--- src/rtl/ram_arbiter_if.sv ---
// Bus bundle between the two requesters, the arbiter and the shared data Ram.
// The slave view belongs to the arbiter. The master view belongs to whatever
// drives the requests and models the Ram.
interface ram_arbiter_if #(
    parameter int G = 18
);
    // Requester 0 (CPU data port)
    logic          req0_i;
    logic          we0_i;
    logic          byte0_i;
    logic [G-1:0]  addr0_i;
    logic [31:0]   wdata0_i;
    logic          ack0_o;

    // Requester 1 (DMA/video port)
    logic          req1_i;
    logic          we1_i;
    logic          byte1_i;
    logic [G-1:0]  addr1_i;
    logic [31:0]   wdata1_i;
    logic          ack1_o;

    // Shared response
    logic          err_o;
    logic [31:0]   rdata_o;
    logic [1:0]    gnt_o;

    // Ram side
    logic [G-1:0]  ram_address_o;
    logic [31:0]   ram_data_o;
    logic          ram_EN_o;
    logic          ram_ByteMode_o;
    logic [31:0]   ram_data_i;

    modport slave (
        input  req0_i, we0_i, byte0_i, addr0_i, wdata0_i,
        input  req1_i, we1_i, byte1_i, addr1_i, wdata1_i,
        output ack0_o, ack1_o, err_o, rdata_o, gnt_o,
        output ram_address_o, ram_data_o, ram_EN_o, ram_ByteMode_o,
        input  ram_data_i
    );

    modport master (
        output req0_i, we0_i, byte0_i, addr0_i, wdata0_i,
        output req1_i, we1_i, byte1_i, addr1_i, wdata1_i,
        input  ack0_o, ack1_o, err_o, rdata_o, gnt_o,
        input  ram_address_o, ram_data_o, ram_EN_o, ram_ByteMode_o,
        output ram_data_i
    );
endinterface

--- src/rtl/ram_arbiter.sv ---
// Two-requester round-robin arbiter and sequencer for the shared 32-bit data
// Ram. A granted request is latched, presented to the Ram for exactly one
// ACCESS cycle, and answered with a one-cycle ack in RESP (IDLE->ACCESS->RESP).
module ram_arbiter #(
    parameter int G = 18
) (
    input  logic         CLK,
    input  logic         RST,
    ram_arbiter_if.slave bus
);

    typedef enum logic [1:0] {
        IDLE   = 2'd0,
        ACCESS = 2'd1,
        RESP   = 2'd2
    } state_t;

    state_t        r_state;
    state_t        w_next_state;

    // Index of the requester granted most recently. The reset value of 1 lets
    // requester 0 win the first tie.
    logic          r_last_grant;
    logic          r_we;
    logic          r_err_pend;

    logic [1:0]    r_gnt;
    logic          r_ack0;
    logic          r_ack1;
    logic          r_err;
    logic [31:0]   r_rdata;
    logic [G-1:0]  r_ram_address;
    logic [31:0]   r_ram_data;
    logic          r_ram_en;
    logic          r_ram_byte;

    logic          w_pick0;
    logic          w_pick1;
    logic          w_grant;
    logic          w_we;
    logic          w_byte;
    logic          w_mis;
    logic [G-1:0]  w_addr;
    logic [31:0]   w_wdata;

    // Round-robin choice between the two requesters and a mux of the winner's fields
    always_comb begin
        // NOTE: every always_comb output gets a default first, so no path can
        // leave it unassigned and infer a latch.
        w_pick1 = bus.req1_i && (!bus.req0_i || !r_last_grant);
        w_pick0 = bus.req0_i && !w_pick1;
        w_grant = (r_state == IDLE) && (w_pick0 || w_pick1);
        w_we    = w_pick1 ? bus.we1_i    : bus.we0_i;
        w_byte  = w_pick1 ? bus.byte1_i  : bus.byte0_i;
        w_addr  = w_pick1 ? bus.addr1_i  : bus.addr0_i;
        w_wdata = w_pick1 ? bus.wdata1_i : bus.wdata0_i;
        // A word access must be aligned to a 4-byte boundary
        w_mis   = !w_byte && (w_addr[1:0] != 2'b00);
    end

    // State register
    always_ff @(posedge CLK) begin
        // NOTE: clocked state uses non-blocking assignments so every register
        // samples the values from before the edge.
        if (RST) begin
            r_state <= IDLE;
        end else begin
            r_state <= w_next_state;
        end
    end

    // Next-state logic: only IDLE arbitrates, ACCESS and RESP last one cycle each
    always_comb begin
        w_next_state = r_state;
        unique case (r_state)
            IDLE:    if (w_grant) w_next_state = ACCESS;
            ACCESS:  w_next_state = RESP;
            RESP:    w_next_state = IDLE;
            default: w_next_state = IDLE;
        endcase
    end

    // Datapath: latch at grant, capture read data after ACCESS, release after RESP
    always_ff @(posedge CLK) begin
        if (RST) begin
            r_last_grant  <= 1'b1;
            r_we          <= 1'b0;
            r_err_pend    <= 1'b0;
            r_gnt         <= 2'b00;
            r_ack0        <= 1'b0;
            r_ack1        <= 1'b0;
            r_err         <= 1'b0;
            r_rdata       <= '0;
            r_ram_address <= '0;
            r_ram_data    <= '0;
            r_ram_en      <= 1'b0;
            r_ram_byte    <= 1'b0;
        end else begin
            unique case (r_state)
                IDLE: begin
                    if (w_grant) begin
                        r_ram_address <= w_addr;
                        r_ram_data    <= w_wdata;
                        r_ram_byte    <= w_byte;
                        // A misaligned access never reaches the Ram as a write
                        r_ram_en      <= w_we && !w_mis;
                        r_we          <= w_we;
                        r_err_pend    <= w_mis;
                        r_gnt         <= {w_pick1, w_pick0};
                        r_last_grant  <= w_pick1;
                    end
                end
                ACCESS: begin
                    // The Ram commits a write at this edge, so EN drops now
                    r_ram_en <= 1'b0;
                    r_rdata  <= (!r_we && !r_err_pend) ? bus.ram_data_i : 32'd0;
                    r_ack0   <= r_gnt[0];
                    r_ack1   <= r_gnt[1];
                    r_err    <= r_err_pend;
                end
                RESP: begin
                    // rdata is left alone so it holds until the next capture
                    r_gnt  <= 2'b00;
                    r_ack0 <= 1'b0;
                    r_ack1 <= 1'b0;
                    r_err  <= 1'b0;
                end
                default: ;
            endcase
        end
    end

    assign bus.gnt_o          = r_gnt;
    assign bus.ack0_o         = r_ack0;
    assign bus.ack1_o         = r_ack1;
    assign bus.err_o          = r_err;
    assign bus.rdata_o        = r_rdata;
    assign bus.ram_address_o  = r_ram_address;
    assign bus.ram_data_o     = r_ram_data;
    assign bus.ram_EN_o       = r_ram_en;
    assign bus.ram_ByteMode_o = r_ram_byte;

endmodule

--- src/flat_wrapper.sv ---
// flat-port wrapper written by rule: the top's interface ports become plain ports
module ram_arbiter_flat 
#(
    parameter int G = 18
)
  (CLK, RST, bus_req0_i, bus_we0_i, bus_byte0_i, bus_addr0_i, bus_wdata0_i, bus_req1_i, bus_we1_i, bus_byte1_i, bus_addr1_i, bus_wdata1_i, bus_ack0_o, bus_ack1_o, bus_err_o, bus_rdata_o, bus_gnt_o, bus_ram_address_o, bus_ram_data_o, bus_ram_EN_o, bus_ram_ByteMode_o, bus_ram_data_i);
  ram_arbiter_if #(.G(G)) bus_i ();
  input  logic CLK;
  input  logic RST;
  input wire logic [$bits(bus_i.req0_i)-1:0] bus_req0_i;
  input wire logic [$bits(bus_i.we0_i)-1:0] bus_we0_i;
  input wire logic [$bits(bus_i.byte0_i)-1:0] bus_byte0_i;
  input wire logic [$bits(bus_i.addr0_i)-1:0] bus_addr0_i;
  input wire logic [$bits(bus_i.wdata0_i)-1:0] bus_wdata0_i;
  input wire logic [$bits(bus_i.req1_i)-1:0] bus_req1_i;
  input wire logic [$bits(bus_i.we1_i)-1:0] bus_we1_i;
  input wire logic [$bits(bus_i.byte1_i)-1:0] bus_byte1_i;
  input wire logic [$bits(bus_i.addr1_i)-1:0] bus_addr1_i;
  input wire logic [$bits(bus_i.wdata1_i)-1:0] bus_wdata1_i;
  output wire logic [$bits(bus_i.ack0_o)-1:0] bus_ack0_o;
  output wire logic [$bits(bus_i.ack1_o)-1:0] bus_ack1_o;
  output wire logic [$bits(bus_i.err_o)-1:0] bus_err_o;
  output wire logic [$bits(bus_i.rdata_o)-1:0] bus_rdata_o;
  output wire logic [$bits(bus_i.gnt_o)-1:0] bus_gnt_o;
  output wire logic [$bits(bus_i.ram_address_o)-1:0] bus_ram_address_o;
  output wire logic [$bits(bus_i.ram_data_o)-1:0] bus_ram_data_o;
  output wire logic [$bits(bus_i.ram_EN_o)-1:0] bus_ram_EN_o;
  output wire logic [$bits(bus_i.ram_ByteMode_o)-1:0] bus_ram_ByteMode_o;
  input wire logic [$bits(bus_i.ram_data_i)-1:0] bus_ram_data_i;
  assign bus_i.req0_i = bus_req0_i;
  assign bus_i.we0_i = bus_we0_i;
  assign bus_i.byte0_i = bus_byte0_i;
  assign bus_i.addr0_i = bus_addr0_i;
  assign bus_i.wdata0_i = bus_wdata0_i;
  assign bus_i.req1_i = bus_req1_i;
  assign bus_i.we1_i = bus_we1_i;
  assign bus_i.byte1_i = bus_byte1_i;
  assign bus_i.addr1_i = bus_addr1_i;
  assign bus_i.wdata1_i = bus_wdata1_i;
  assign bus_ack0_o = bus_i.ack0_o;
  assign bus_ack1_o = bus_i.ack1_o;
  assign bus_err_o = bus_i.err_o;
  assign bus_rdata_o = bus_i.rdata_o;
  assign bus_gnt_o = bus_i.gnt_o;
  assign bus_ram_address_o = bus_i.ram_address_o;
  assign bus_ram_data_o = bus_i.ram_data_o;
  assign bus_ram_EN_o = bus_i.ram_EN_o;
  assign bus_ram_ByteMode_o = bus_i.ram_ByteMode_o;
  assign bus_i.ram_data_i = bus_ram_data_i;
  ram_arbiter #(.G(G)) u_core (.CLK(CLK), .RST(RST), .bus(bus_i));
endmodule
--- config.mk ---
export PLATFORM = sky130hd
export DESIGN_NAME = ram_arbiter_flat
export DESIGN_NICKNAME = d
export VERILOG_FILES = /design/src/rtl/ram_arbiter_if.sv /design/src/rtl/ram_arbiter.sv /design/src/flat_wrapper.sv
export SDC_FILE = /design/constraint.sdc
export NUM_CORES = 1
export LEC_CHECK = 0
export BUFFER_PORTS_ARGS = -buffer_cell sky130_fd_sc_hd__buf_2
export CAP_MARGIN = 20
export CORE_ASPECT_RATIO = 0.8
export CORE_MARGIN = 8
export CORE_UTILIZATION = 48
export CTS_CLUSTER_DIAMETER = 60
export DETAILED_ROUTE_END_ITERATION = 8
export PLACE_DENSITY = 0.91
export SETUP_SLACK_MARGIN = 0.4
export SYNTH_ARGS = -nofsm -noshare
export SYNTH_HDL_FRONTEND = slang
export SYNTH_SLANG_ARGS = --single-unit
export TNS_END_PERCENT = 5
--- constraint.sdc ---
create_clock -name CLK -period 4.2 [get_ports CLK]
set_input_delay 0.42 -clock CLK [delete_from_list [all_inputs] [get_ports CLK]]
set_output_delay 0.42 -clock CLK [all_outputs]
set_load 0.05 [all_outputs]
=== After elaboration in Yosys (flattened, before gate mapping) ===
Index checks and enable logic that the tools add are counted.

* Equality and inequality tests: 3
* Mux-type cells: 14
* Reductions and logical operators: 23

{| class="wikitable"
|+ Operators with widths
! cell !! count
|-
| two-way mux 32 bit || 2
|-
| two-way mux 18 bit || 1
|-
| case mux 1 bit (2 select lines) || 4
|-
| case mux 2 bit (2 select lines) || 2
|-
| nonzero test 2 bit || 4
|-
| logical NOT 1 bit || 7
|-
| logical AND 1 bit || 6
|-
| AND reduction 2 bit || 3
|-
| two-way mux 2 bit || 2
|-
| two-way mux 1 bit || 3
|-
| equality test 2 x 1 -> 1 bit, second input constant || 1
|-
| equality test 2 bit, second input constant || 1
|-
| logical NOT 2 bit || 1
|-
| logical OR 1 bit || 2
|-
| != test 2 x 1 -> 1 bit, second input constant || 1
|}

* Bits in registers: 94
* Bits of input ports: 140
* Output and inout bits: 89
* Word-level logic and storage cells: 53

=== Logic depth before layout (Yosys ltp) ===
* Word-level depth: 10
* Depth in mapped cells: 7
* Depth with buffers taken out: 5

=== Worst setup path before layout ===
Ideal clock, no wire load.

* Path type: register -> register
* From: register u_core.r_state[0]
* To: register u_core.r_ram_byte, in the netlist u_core.bus.ram_ByteMode_o
* Library setup time: 0.146 ns
* Arrival: 1.412 ns
* Required time: 4.054 ns
* Slack: 2.641 ns
* Stages on the path, launching flop included: 8
* Path buffers: 3
* Period minus slack after synthesis: 1.559 ns
* Path through: dfxtp_1 inv_1 ha_1 o21a_1 buf_2 buf_2 buf_2 a211oi_2

* Longest elaborated chain between the ends: 3

{| class="wikitable"
|+ RTL lines
! item !! RTL line !! RTL
|-
| from (decl) || ram_arbiter.sv:18 || <nowiki>state_t r_state;</nowiki>
|-
| from (signal assigned) || ram_arbiter.sv:68 || <nowiki>r_state <= w_next_state;</nowiki>
|-
| logical NOT 2 bit (*) || ram_arbiter.sv:52, ram_arbiter.sv:99 ||
|-
| logical AND 1 bit || ram_arbiter.sv:52 || <nowiki>w_grant = (r_state == IDLE) && (w_pick0 || w_pick1);</nowiki>
|-
| AND reduction 2 bit (no line) (*) || -- ||
|-
| to (signal assigned) || ram_arbiter.sv:104 || <nowiki>r_ram_byte <= w_byte;</nowiki>
|-
| to (decl) || ram_arbiter.sv:35 || <nowiki>logic r_ram_byte;</nowiki>
|}

Mark *: on every way between the ends. The rest lies on a longest branch, timed or not.
A chain may end at the register's enable or synchronous reset.

=== Worst setup path after layout ===
* From: register u_core.r_state[0]
* To: register u_core.r_ram_data[26], in the netlist u_core.bus.ram_data_o[26]

* Longest elaborated chain between the ends: 3

{| class="wikitable"
|+ RTL lines
! item !! RTL line !! RTL
|-
| logical NOT 2 bit (*) || ram_arbiter.sv:52, ram_arbiter.sv:99 ||
|-
| logical AND 1 bit || ram_arbiter.sv:52 ||
|-
| AND reduction 2 bit (no line) (*) || -- ||
|-
| to (signal assigned) || ram_arbiter.sv:103 || <nowiki>r_ram_data <= w_wdata;</nowiki>
|-
| to (decl) || ram_arbiter.sv:33 || <nowiki>logic [31:0] r_ram_data;</nowiki>
|}

Marked as above.

==> flow_metrics.env <==
export IMPL_synth_edff_count=0
export IMPL_slowest_delay_ns=0.85
export IMPL_via_count=3790
export IMPL_ant_nets=0
export IMPL_syn_to_final_growth_pct=32.0
export IMPL_grt_overflow=0
export IMPL_combPwrFrac_pct=37.2
export IMPL_grt_pass1_wl_um=18700
export IMPL_ctsHoldBuffers=0
export IMPL_skew_ns=0.0116
export IMPL_cp_depth=6
export IMPL_die_w_um=120
export IMPL_hold_path_class="primary input to register"
export IMPL_vias_per_cell=5.03
export IMPL_synthArstFlopShare_pct=0
export IMPL_outcome="finished, final reports clean"
export IMPL_antenna_found_initial=0
export IMPL_max_cap_viol_count=0
export IMPL_cts_setup_buffers=0
export IMPL_ys_seq_area_share_pct=45.3
export IMPL_crit_path_max_fanout=92
export IMPL_r2r_start="u_core.r_state[0]"
export IMPL_worstMarginPinSlew_ns=1.04
export IMPL_numCtsBuffers=9
export IMPL_wl_um=12100
export IMPL_cp_cell_sequence="inv_1 -> ha_1 -> o21a_4 -> buf_4 -> nor2_1 -> a211oi_2"
export IMPL_path_buf_inv=2
export IMPL_drive_above_1_share_pct=44.2
export IMPL_critical_path_class="register to register"
export IMPL_rsz0062_at_grt="no"
export IMPL_nets=781
export IMPL_final_period_utilization_pct=56.3
export IMPL_cts_sinks=94
export IMPL_critical_path_top_delay_family="compound AO/OA/AOI/OAI gates"
export IMPL_leakage_nw=2.62
export IMPL_hold_viol_final=0
export IMPL_firstDrtPassIters=4
export IMPL_ctsResizeCount=0
export IMPL_hp_start="bus_ram_data_i[15]"
export IMPL_crit_path_top_delay_cell="o21a_4"
export IMPL_ios=229
export IMPL_required_ns=4.47
export IMPL_r2r_slack_ns=1.83
export IMPL_n_antenna_cell=0
export IMPL_cts_buffer_depth=2
export IMPL_min_path_cells=3
export IMPL_ys_ff_latch=94
export IMPL_initial_core_util_pct=49.2
export IMPL_r2r_end="u_core.bus.ram_data_o[26]"
export IMPL_drt_iter0_markers=177
export IMPL_finalSetupViolations=0
export IMPL_cp_start_kind="register"
export IMPL_route_detailed_wl_per_inst_um=16.0
export IMPL_track_usage_pct=18.9
export IMPL_finalNonFillerCells=754
export IMPL_max_clock_freq_ghz=0.423
export IMPL_io_buffers=228
export IMPL_fp_coreArea_sq_um=8450
export IMPL_p_sw_share_pct=40.8
export IMPL_insertion_delay_ns=0.35
export IMPL_placed_cells=736
export IMPL_place_hpwl_um=9200
export IMPL_clock_root_buffer="clkbuf_8"
export IMPL_p_per_area_nw_per_um2=468
export IMPL_synth_top_flop_cell="dfxtp_1"
export IMPL_netlist_area_sq_um=4160
export IMPL_p_int_mw=1.52
export IMPL_crit_arrival_ns=2.63
export IMPL_reg2reg_depth=6
export IMPL_ys_warn_count=0
export IMPL_htreeDepth=3
export IMPL_rows=30
export IMPL_drc=0
export IMPL_clk_pin_slew_worst_paths_ns=0.10
export IMPL_grt_max_degree=96
export IMPL_period_minus_slack_ns=2.37
export IMPL_cts_tree="yes"
export IMPL_vdd_ir_drop_worst_mv=0.245
export IMPL_finalWorstSetupSlack_ns=1.83
export IMPL_synth_cell_types=30
export IMPL_synth_cells=427
export IMPL_die_h_um=99.2
export IMPL_place_ws_ns=1.87
export IMPL_grt_pass1_vias=3903
export IMPL_syn_nets=571
export IMPL_gp_congestion=0.768
export IMPL_end_kind="register"
export IMPL_p_seq_share_pct=41.3
export IMPL_power_share_clock_pct=21.6
export IMPL_slew_viol_final=0
export IMPL_p_sw_mw=1.05
export IMPL_finalSetupTns_ns=0
export IMPL_slew_headroom_pct=30.5
export IMPL_dieArea_sq_um=11900
export IMPL_min_to="u_core.bus.rdata_o[15]"
export IMPL_syn_area_per_cell_sq_um=9.73
==> metal layers <==
layer / vias to the layer above / track usage (%) / share of wire, %
li1: 1899 / - / -
met1: 1751 / 19.7 / 40
met2: 126 / 34.7 / 52
met3: 14 / 6.91 / 7.5
met4: 0 / 5.36 / 1.4
met5: - / 0 / 0
==> worst max path at each step <==
stage                       from                          end
2_1_floorplan  u_core.r_state[0]    u_core.bus.ram_ByteMode_o
3_3_place_gp   u_core.r_state[0]  u_core.bus.ram_address_o[5]
3_5_place_dp   u_core.r_state[0]    u_core.bus.ram_data_o[26]
4_1_cts        u_core.r_state[0]    u_core.bus.ram_data_o[26]
5_1_grt        u_core.r_state[0]    u_core.bus.ram_data_o[26]
6_report       u_core.r_state[0]    u_core.bus.ram_data_o[26]
==> power groups by stage <==
stage / combinational, mW / clock [mW] / sequential (mW)
floorplan: 0.365 / 0 / 1.43
finish: 0.953 / 0.554 / 1.06
global placement: 0.922 / 0 / 1.07
CTS: 0.952 / 0.568 / 1.06
detailed placement: 0.950 / 0 / 1.08
global route: 1.01 / 0.604 / 1.07
==> state kept, by name, indices dropped and copies added, names as in the netlist <==
name                       flops
u_core.bus.ram_EN_o            1
u_core.r_we                    1
u_core.r_last_grant            1
u_core.bus.ack0_o              1
u_core.bus.ack1_o              1
u_core.bus.rdata_o            32
u_core.bus.gnt_o               2
u_core.bus.ram_ByteMode_o      1
u_core.bus.ram_address_o      18
u_core.r_err_pend              1
u_core.bus.ram_data_o         32
u_core.r_state                 2
u_core.bus.err_o               1
==> layout make-up <==
cell class | count | area [sq um]
inverters | 2 | 7.51
flip-flops and latches | 94 | 1880
multi-input cells | 297 | 2070
fillers | 724 | 2960
clock inverters | 6 | 45.0
clock buffers | 10 | 138
repair buffers | 233 | 1200
well taps | 112 | 140
==> cell usage in the layout (no fill, tap or decap), types with 4 or more instances in the layout <==
| cell | count |
|---|---|
| ha_1 | 4 |
| buf_4 | 4 |
| nor2_1 | 90 |
| dfxtp_1 | 94 |
| mux2i_1 | 55 |
| a211oi_2 | 30 |
| nor2b_1 | 34 |
| a211oi_1 | 23 |
| buf_2 | 227 |
| clkbuf_8 | 10 |
| a21oi_1 | 38 |
==> Yosys cell counts, drive strengths merged (2+ instances only) <==
| library cell | count | share of area (%) |
|---|---|---|
| nand2 | 2 | 0.18 |
| dfxtp | 94 | 45 |
| nand2b | 3 | 0.45 |
| nor2b | 34 | 5.1 |
| a211oi | 53 | 13 |
| ha | 4 | 1.2 |
| nor3b | 2 | 0.48 |
| clkbuf | 15 | 1.4 |
| mux2i | 55 | 13 |
| o21ai | 3 | 0.36 |
| buf | 19 | 3.8 |
| nor2 | 90 | 8.1 |
| inv | 2 | 0.18 |
| a21oi | 38 | 4.6 |
| nand3b | 3 | 0.54 |
| o21bai | 2 | 0.36 |
==> worst reg2reg max path: cells and delay by family, from the launching register on <==
kind	cells	cell delay (ns)
AOI/OAI and AO/OA	2	1.05
buffers and inverters	2	0.51
and+or+nand+nor	1	0.09
DFF	1	0.34
adders and majority gates	1	0.30
==> metrics by stage <==
stage	hold WS (ns)	area [sq um]	power [mW]	utilization [%]
after detailed placement	0.462	5270	2.03	62.4
after global placement	0.455	5270	1.99	62.4
final	0.298	5490	2.56	64.9
after global routing	0.284	5490	2.69	64.9
after CTS	0.274	5450	2.58	64.5
after floorplan	0.488	4160	1.79	-
==> logic make-up (layout without fill, tap and decap cells) <==
logic type      after synthesis  in the layout  synth area share [%]
mux                          56             56                  13.5
compound gates              100            100                  19.3
buf+inv                      36            251                  5.36
simple gates                137            137                  15.4
fa+ha+maj                     4              4                  1.20
flops                        94             94                  45.3
No activity file was read; power rests on OpenSTA's default activity.
